`config.mk`:
```
export PLATFORM = sky130hd
export DESIGN_NAME = mul_div_unit
export DESIGN_NICKNAME = d
export VERILOG_FILES = /design/src/rtl/mul_div_unit.sv
export SDC_FILE = /design/constraint.sdc
export NUM_CORES = 1
export LEC_CHECK = 0
export ABC_AREA = 0
export CAP_MARGIN = 20
export CORE_MARGIN = 2
export CORE_UTILIZATION = 40
export CTS_CLUSTER_DIAMETER = 150
export DETAILED_ROUTE_END_ITERATION = 7
export SETUP_SLACK_MARGIN = 0.1
export SYNTH_ARGS = -nofsm -noshare
export SYNTH_HDL_FRONTEND = slang
export SYNTH_SLANG_ARGS = --single-unit
```
`constraint.sdc`:
```
create_clock -name clk -period 10.85 [get_ports clk]
set_input_delay 3.255 -clock clk [delete_from_list [all_inputs] [get_ports clk]]
set_output_delay 3.255 -clock clk [all_outputs]
set_load 0.02 [all_outputs]
```
`src/rtl/mul_div_unit.sv`:
```
// Iterative RV32M multiply/divide unit: shift-add multiply and restoring divide, one bit per
// cycle, with the register-file write strobe produced in the DONE cycle.
module mul_div_unit #(
    parameter int unsigned address_width = 5,
    parameter int unsigned register_size = 32
) (
    input  logic                     clk,
    input  logic                     reset_n,
    input  logic                     start,
    input  logic [2:0]               funct3,
    input  logic [address_width-1:0] rd_in,
    input  logic [register_size-1:0] operand_a,
    input  logic [register_size-1:0] operand_b,
    output logic                     busy,
    output logic                     done,
    output logic [register_size-1:0] result,
    output logic [address_width-1:0] rd_out,
    output logic                     write_en
);

    localparam int unsigned W    = register_size;
    localparam int unsigned CntW = $clog2(register_size) + 1;

    typedef enum logic [1:0] {StIdle, StCalc, StDone} state_t;

    state_t                   stateQ, stateD;
    logic [CntW-1:0]          countQ, countD;
    logic [2*W-1:0]           accQ, accD;
    logic [W-1:0]             opndQ, opndD;
    logic [2:0]               opQ, opD;
    logic                     negQuoQ, negQuoD;
    logic                     negRemQ, negRemD;
    logic                     specialQ, specialD;
    logic [W-1:0]             resultQ, resultD;
    logic [address_width-1:0] rdQ, rdD;

    logic           aSigned, bSigned, aNeg, bNeg;
    logic [W-1:0]   magA, magB;
    logic [W:0]     mulSum, divTrial;
    logic [2*W-1:0] product;
    logic [W-1:0]   quotient, remainder;

    always_comb begin
        aSigned  = (funct3 == 3'b001) || (funct3 == 3'b010) || (funct3 == 3'b100) ||
                   (funct3 == 3'b110);
        bSigned  = (funct3 == 3'b001) || (funct3 == 3'b100) || (funct3 == 3'b110);
        aNeg     = aSigned && operand_a[W-1];
        bNeg     = bSigned && operand_b[W-1];
        magA     = aNeg ? -operand_a : operand_a;
        magB     = bNeg ? -operand_b : operand_b;
        // Multiply: accQ = {partial high, remaining multiplier bits}
        mulSum   = {1'b0, accQ[2*W-1:W]} + (accQ[0] ? {1'b0, opndQ} : {(W+1){1'b0}});
        // Divide: accQ = {partial remainder, remaining dividend / quotient bits}
        divTrial = accQ[2*W-1:W-1] - {1'b0, opndQ};
        product   = negQuoQ ? -accQ : accQ;
        quotient  = negQuoQ ? -accQ[W-1:0] : accQ[W-1:0];
        remainder = negRemQ ? -accQ[2*W-1:W] : accQ[2*W-1:W];
    end

    always_comb begin
        stateD   = stateQ;
        countD   = countQ;
        accD     = accQ;
        opndD    = opndQ;
        opD      = opQ;
        negQuoD  = negQuoQ;
        negRemD  = negRemQ;
        specialD = specialQ;
        resultD  = resultQ;
        rdD      = rdQ;
        unique case (stateQ)
            StIdle: begin
                if (start) begin
                    stateD   = StCalc;
                    countD   = '0;
                    opD      = funct3;
                    rdD      = rd_in;
                    negQuoD  = aNeg ^ bNeg;
                    negRemD  = aNeg;
                    specialD = 1'b0;
                    if (funct3[2]) begin
                        accD  = {{W{1'b0}}, magA};
                        opndD = magB;
                        if (operand_b == '0) begin
                            specialD = 1'b1;
                            accD     = {{W{1'b0}}, (funct3[1] ? operand_a : {W{1'b1}})};
                        end else if (!funct3[0] && operand_a == {1'b1, {(W-1){1'b0}}} &&
                                     operand_b == {W{1'b1}}) begin
                            specialD = 1'b1;
                            accD     = {{W{1'b0}}, (funct3[1] ? {W{1'b0}} : operand_a)};
                        end
                    end else begin
                        accD  = {{W{1'b0}}, magB};
                        opndD = magA;
                    end
                end
            end
            StCalc: begin
                if (specialQ) begin
                    resultD = accQ[W-1:0];
                    stateD  = StDone;
                end else if (countQ == CntW'(W)) begin
                    unique case (opQ)
                        3'b000:                 resultD = product[W-1:0];
                        3'b001, 3'b010, 3'b011: resultD = product[2*W-1:W];
                        3'b100, 3'b101:         resultD = quotient;
                        default:                resultD = remainder;
                    endcase
                    stateD = StDone;
                end else begin
                    countD = countQ + CntW'(1);
                    if (opQ[2]) begin
                        accD = divTrial[W] ? {accQ[2*W-2:0], 1'b0}
                                           : {divTrial[W-1:0], accQ[W-2:0], 1'b1};
                    end else begin
                        accD = {mulSum, accQ[W-1:1]};
                    end
                end
            end
            StDone:  stateD = StIdle;
            default: stateD = StIdle;
        endcase
    end

    always_ff @(posedge clk) begin
        if (!reset_n) begin
            stateQ   <= StIdle;
            countQ   <= '0;
            accQ     <= '0;
            opndQ    <= '0;
            opQ      <= '0;
            negQuoQ  <= 1'b0;
            negRemQ  <= 1'b0;
            specialQ <= 1'b0;
            resultQ  <= '0;
            rdQ      <= '0;
        end else begin
            stateQ   <= stateD;
            countQ   <= countD;
            accQ     <= accD;
            opndQ    <= opndD;
            opQ      <= opD;
            negQuoQ  <= negQuoD;
            negRemQ  <= negRemD;
            specialQ <= specialD;
            resultQ  <= resultD;
            rdQ      <= rdD;
        end
    end

    assign busy     = (stateQ != StIdle);
    assign done     = (stateQ == StDone);
    assign write_en = (stateQ == StDone) && (rdQ != '0);
    assign result   = resultQ;
    assign rd_out   = rdQ;

endmodule

```
; Word-level counts from Yosys, hierarchy flattened
; Cells that the tools add are included.
[totals]
register_bits = 147
latch_bits = 0
ramBits = 0
romBits = 0
input_bits = 75
out_inout_bits = 40
memories = 0
[classes]
n_addsub = 8
multipliers = 0
div = 0
n_lt_le_gt_ge = 0
n_eq_ne = 18
shift = 0
n_mux = 32
bitwise_logic = 1
reduce_logical = 24
[op_table]
columns = cell, n
row1 = $mux W64, 7
row2 = $mux W32, 12
row3 = $neg A32 Y32, 4
row4 = $pmux W64 S2, 1
row5 = $pmux W32 S3, 1
row6 = $eq A32 B32 Y1 const B, 2
row7 = $neg A64 Y64, 1
row8 = $add A32 B32 Y33, 1
row9 = $sub A33 B32 Y33, 1
row10 = $logic_not A32 Y1, 1
row11 = $mux W6, 3
row12 = $eq A3 B3 Y1 const B, 4
row13 = $pmux W6 S2, 1
row14 = $eq A3 B2 Y1 const B, 3
row15 = $add A6 B1 Y6 const B, 1
row16 = $eq A3 B1 Y1 const B, 2
row17 = $eq A6 B6 Y1 const B, 1
row18 = $mux W2, 3
row19 = $ne A2 B2 Y1 const B, 3
row20 = $reduce_and A2 Y1, 3
row21 = $reduce_bool A2 Y1, 3
row22 = $logic_and A1 B1 Y1, 5
row23 = $logic_or A1 B1 Y1, 5
row24 = $reduce_bool A5 Y1, 1
row25 = 12 further kinds, 14

; Longest topological paths before layout
[depth]
word_depth = 11
mapped_depth = 14
ltp_nobuf = 13

; Worst setup path before layout
; Ideal clock, no wire load.
[synth_path]
path_type = input to register
start = input operand_b[5]
end = register accQ[8]
t_arrival_ps = 5661
setup_slack_ps = 5057
stages = 10
n_path_buf = 1
cell_sequence = nor4_1 nand4_1 nor4b_1 and2_1 clkbuf_1 nor2_1 o21ai_0 o21ai_0 o21ai_0 a21oi_1
[synth_via]
elab_chain_len = 7
[synth_rtl]
columns = element, line
row1 = from (decl), 13  ; input logic [register_size-1:0] operand_b,
row2 = "parallel branches: the longest is 4 deep, another holds $neg A32 Y32", --
row3 = $mux W64 *, 81  ; if (funct3[2]) begin
row4 = $mux W64 *, 73  ; if (start) begin
row5 = $pmux W64 S2 *, 71  ; unique case (stateQ)
row6 = to (signal assigned), 129  ; accQ <= '0;
row7 = to (signal assigned), 140  ; accQ <= accD;
row8 = to (decl), 28  ; logic [2*W-1:0] accQ, accD;
; Every way passes the cells marked *. The select of a mux whose other input is x is not followed.
; A chain may end at the register's enable or synchronous reset.

; Worst setup path in the final report
[layout_path]
start = input operand_b[3]
end = register accQ[4]
; The elaborated chain is that of the path after synthesis.

==> key figures <==
Placed design
  – DPL Wire Length: 49.4 mm
  – Buffers added on ports: 114
  – Final estimated routing congestion in global placement: 0.996
  – Cell count after placement: 2688
  – DP Worst Slack: 3.70 ns

Synthesis
  – Sequential-to-total area share from yosys stat: 19.2%
  – Most used standard cells in the synthesized netlist: nor2_1, a21oi_1, nand2_1, o21ai_0, clkbuf_1
  – Ys flop type: dfxtp_1
  – Number of synthesized flops with an enable pin: 0
  – Post-synth top area cell: dfxtp_1
  – Largest cells by area after synthesis: dfxtp_1, a21oi_1, o21ai_0
  – Flops & latches, synth: 147
  – Mapped Cells: 2217
  – Number of nets in the synthesized netlist: 2365
  – Area share of the largest cell type after synthesis: 19.2%
  – Number of distinct library cells after synthesis: 74
  – Post-synthesis async set-or-reset flop share: 0%
  – Library cell with the highest instance count after synthesis: nor2_1
  – Total of warnings raised by yosys: 0
  – Average size of a mapped cell: 6.90 um^2
  – Area of the mapped netlist: 15300 um^2

Detailed routing
  – Wire length after detailed routing: 64.9 mm
  – Number of detailed-route iterations in the first pass: 8
  – Average wire per cell in the routed design: 23.9 um
  – Avg Vias per Cell: 6.41
  – DRC violation count after routing: 0
  – Overall via count from detail_route: 17400
  – Number of routed nets with antenna violations: 0
  – Initial detailed-routing violation count: 2281

Power
  – Max VDD drop: 115 uV
  – Standby leakage power: 0.00632 uW
  – PwrDens: 117 nW/um^2

Critical path
  – Launching element type of the critical path: input port
  – CP Class: in -> reg
  – Longest individual stage delay on the worst path: 0.80 ns
  – Crit path cell chain: clkdlybuf4s50_1 > nor4_1 > nand4_1 > nor2_1 > nand3b_1 > or3_1 > o211ai_1 > o21ai_0 > o21ai_0 > a21oi_1
  – Type of destination of the critical path: register
  – Logic depth of the worst register-to-register path: 12
  – Worst flop-to-flop path endpoint: accQ[49]$_SDFFE_PN0P_
  – Reg2reg start: accQ[31]$_SDFFE_PN0P_
  – Slack of the worst reg-to-reg path: 6.11 ns
  – Maximum fanout count along the critical path: 26
  – Req. time, crit path: 11.14 ns
  – Crit path DAT: 7.13 ns
  – CP dominant cell by count: o21ai_0
  – Library cell contributing the largest single delay on the critical path: nor4_1

Global route
  – First-pass GRT wire length: 97.8 mm
  – Leftover overflow at the end of global routing: 0
  – Number of global-route vias before repair: 16300
  – Largest net degree at the start of global routing: 75
  – Number of antenna violations at the first check in global routing: 1
  – Tot GR Track Use: 32.4%

CTS
  – Later-pin clock latency in the skew report: 0.45 ns
  – Number of buffers on the longest clock path: 2
  – Total clock buffers created by CTS: 17
  – Hold Buf Count CTS: 0
  – Number of post-CTS setup repair buffers: 0
  – Maximum level of the CTS H-tree: 4
  – CTS root buf: clkbuf_16
  – TritonCTS clock tree: yes
  – Sink Count: 147
  – CTS clock-pin slew for the worst setup and hold paths: 0.06 ns
  – Quantity of gates resized following cts: 0

Timing
  – Final min period: 6.85 ns
  – Post-route setup TNS: 0 ns
  – Final count of pins violating max slew: 0
  – Max Clock Skew: 0.0131 ns
  – Final worst-path setup slack: 4.00 ns
  – RSZ-0062 raised after global routing: false
  – Period utilisation layout: 63.1%
  – Least-Margin Pin Slew: 1.05 ns
  – Highest achievable clock rate: 146 MHz
  – Final Hold Vio Count: 0
  – Max-slew headroom: 29.9%
  – Endpoints failing setup: 0

Floorplanning
  – Core box area: 37700 um^2
  – I/O pin count: 115
  – Standard-cell row count: 71
  – Initial Utilization: 40.6%
  – Full die area: 39800 um^2
  – Die W: 200 um
  – Die Y-Extent: 200 um

Job
  – Max Cap Violations: 0

Final layout
  – Layout cells sized above 1: 4.49%
  – Post-Layout Cell Count: 2717
  – Area Overhead vs Synth: 12.1%
  – Antenna fix cells: 0
  – Net count reported at finish: 2344

Hold path
  – Beginning of the worst hold path: opndQ[29]$_SDFFE_PN0P_
  – WHS Path Cells: 2
  – Sink of the worst hold path: opndQ[29]$_SDFFE_PN0P_
  – Class of the tightest hold or removal check: reg -> reg

Outcome
  – Run status: complete, no violations
==> state kept, by name, indices dropped and copies added (netlist names) <==
| register | count |
|---|---|
| accQ | 64 |
| countQ | 6 |
| negQuoQ | 1 |
| negRemQ | 1 |
| opQ | 3 |
| opndQ | 32 |
| rd_out | 5 |
| result | 32 |
| specialQ | 1 |
| stateQ | 2 |
==> worst max-delay path by stage <==
stage            startpoint                   end  slack [ns]  cells past startpoint
2_1_floorplan  operand_b[5]  accQ[8]$_SDFFE_PN0P_        5.06                     10
3_3_place_gp   operand_b[3]  accQ[4]$_SDFFE_PN0P_        3.72                     10
3_5_place_dp   operand_b[3]  accQ[2]$_SDFFE_PN0P_        3.70                      9
4_1_cts        operand_b[3]  accQ[4]$_SDFFE_PN0P_        4.10                     10
5_1_grt        operand_b[3]  accQ[4]$_SDFFE_PN0P_        3.75                     10
6_report       operand_b[3]  accQ[4]$_SDFFE_PN0P_        4.00                     10
==> layout by cell type, fill, tap and decap left out, types with 10 or more instances in the layout <==
cell / Yosys / layout
nor2_1: 223 / 219
nor4_1: 23 / 23
xor2_1: 72 / 72
xnor2_1: 99 / 98
mux2i_1: 44 / 44
inv_1: 70 / 70
o22ai_1: 14 / 14
clkbuf_16: 0 / 17
a31oi_1: 28 / 28
a211oi_1: 35 / 35
clkdlybuf4s50_1: 0 / 112
nor2b_1: 15 / 14
dfxtp_1: 147 / 145
o221ai_1: 16 / 16
a21o_1: 20 / 20
o21ai_0: 201 / 200
nand2_1: 220 / 219
nand4_1: 24 / 24
nand2b_1: 22 / 22
buf_4: 2 / 25
o21a_1: 11 / 11
ha_1: 71 / 71
o41ai_1: 16 / 16
or2_2: 10 / 10
a21oi_1: 222 / 221
or4_1: 13 / 13
a221oi_1: 23 / 23
nor3_1: 60 / 60
nand3_1: 66 / 66
o31ai_1: 31 / 31
or3_1: 37 / 37
o211ai_1: 41 / 41
and3_1: 12 / 12
and2_1: 12 / 12
a22oi_1: 16 / 16
==> worst max-delay path, delay by kind of cell <==
family                 cells  cell delay, ns
AND/OR/NAND/NOR            5            2.84
buffers and inverters      1            0.50
AO/OA/AOI/OAI              4            0.53
==> metal layers <==
layer,share of wire [%],up-vias,global-route usage [%]
met3,7.9,170,5.23
met2,45,917,52.1
met1,41,8233,41.4
met4,5.4,2,17.2
li1,-,8081,-
met5,0.017,-,0
==> kinds of logic (layout without fill, tap and decap cells) <==
family / after synthesis / count (layout) / share of synthesized area (%)
mux: 52 / 52 / 3.47
compound gates: 751 / 751 / 31.0
flops: 147 / 147 / 19.2
simple gates: 772 / 772 / 23.9
xor+xnor: 171 / 171 / 9.79
fa+ha+maj: 73 / 73 / 6.07
buf+inv: 251 / 240 / 6.53
==> layout make-up <==
type | count | area, um^2
Inverter | 72 | 270
Sequential cell | 147 | 2950
Clock buffer | 20 | 457
Tap cell | 511 | 639
Multi-Input combinational cell | 1819 | 11400
Fill cell | 3976 | 20500
Clock inverter | 9 | 131
Timing Repair Buffer | 139 | 1320
==> power by group <==
group | leakage [uW] | internal (uW) | switching [uW]
clock | 0.000280 | 370 | 257
combinational | 0.00484 | 266 | 479
sequential | 0.00120 | 570 | 70.4
==> through the flow <==
stage | area, um^2 | util, % | total power [uW] | hold WS [ns]
floorplan | 15300 | - | 1120 | 0.432
global placement | 16600 | 44.0 | 1370 | 0.441
detailed placement | 16600 | 44.0 | 1370 | 0.446
CTS | 17200 | 45.5 | 1990 | 0.455
global route | 17200 | 45.5 | 2090 | 0.468
finish | 17200 | 45.5 | 2010 | 0.455
Power figures use the tool's default switching activity.
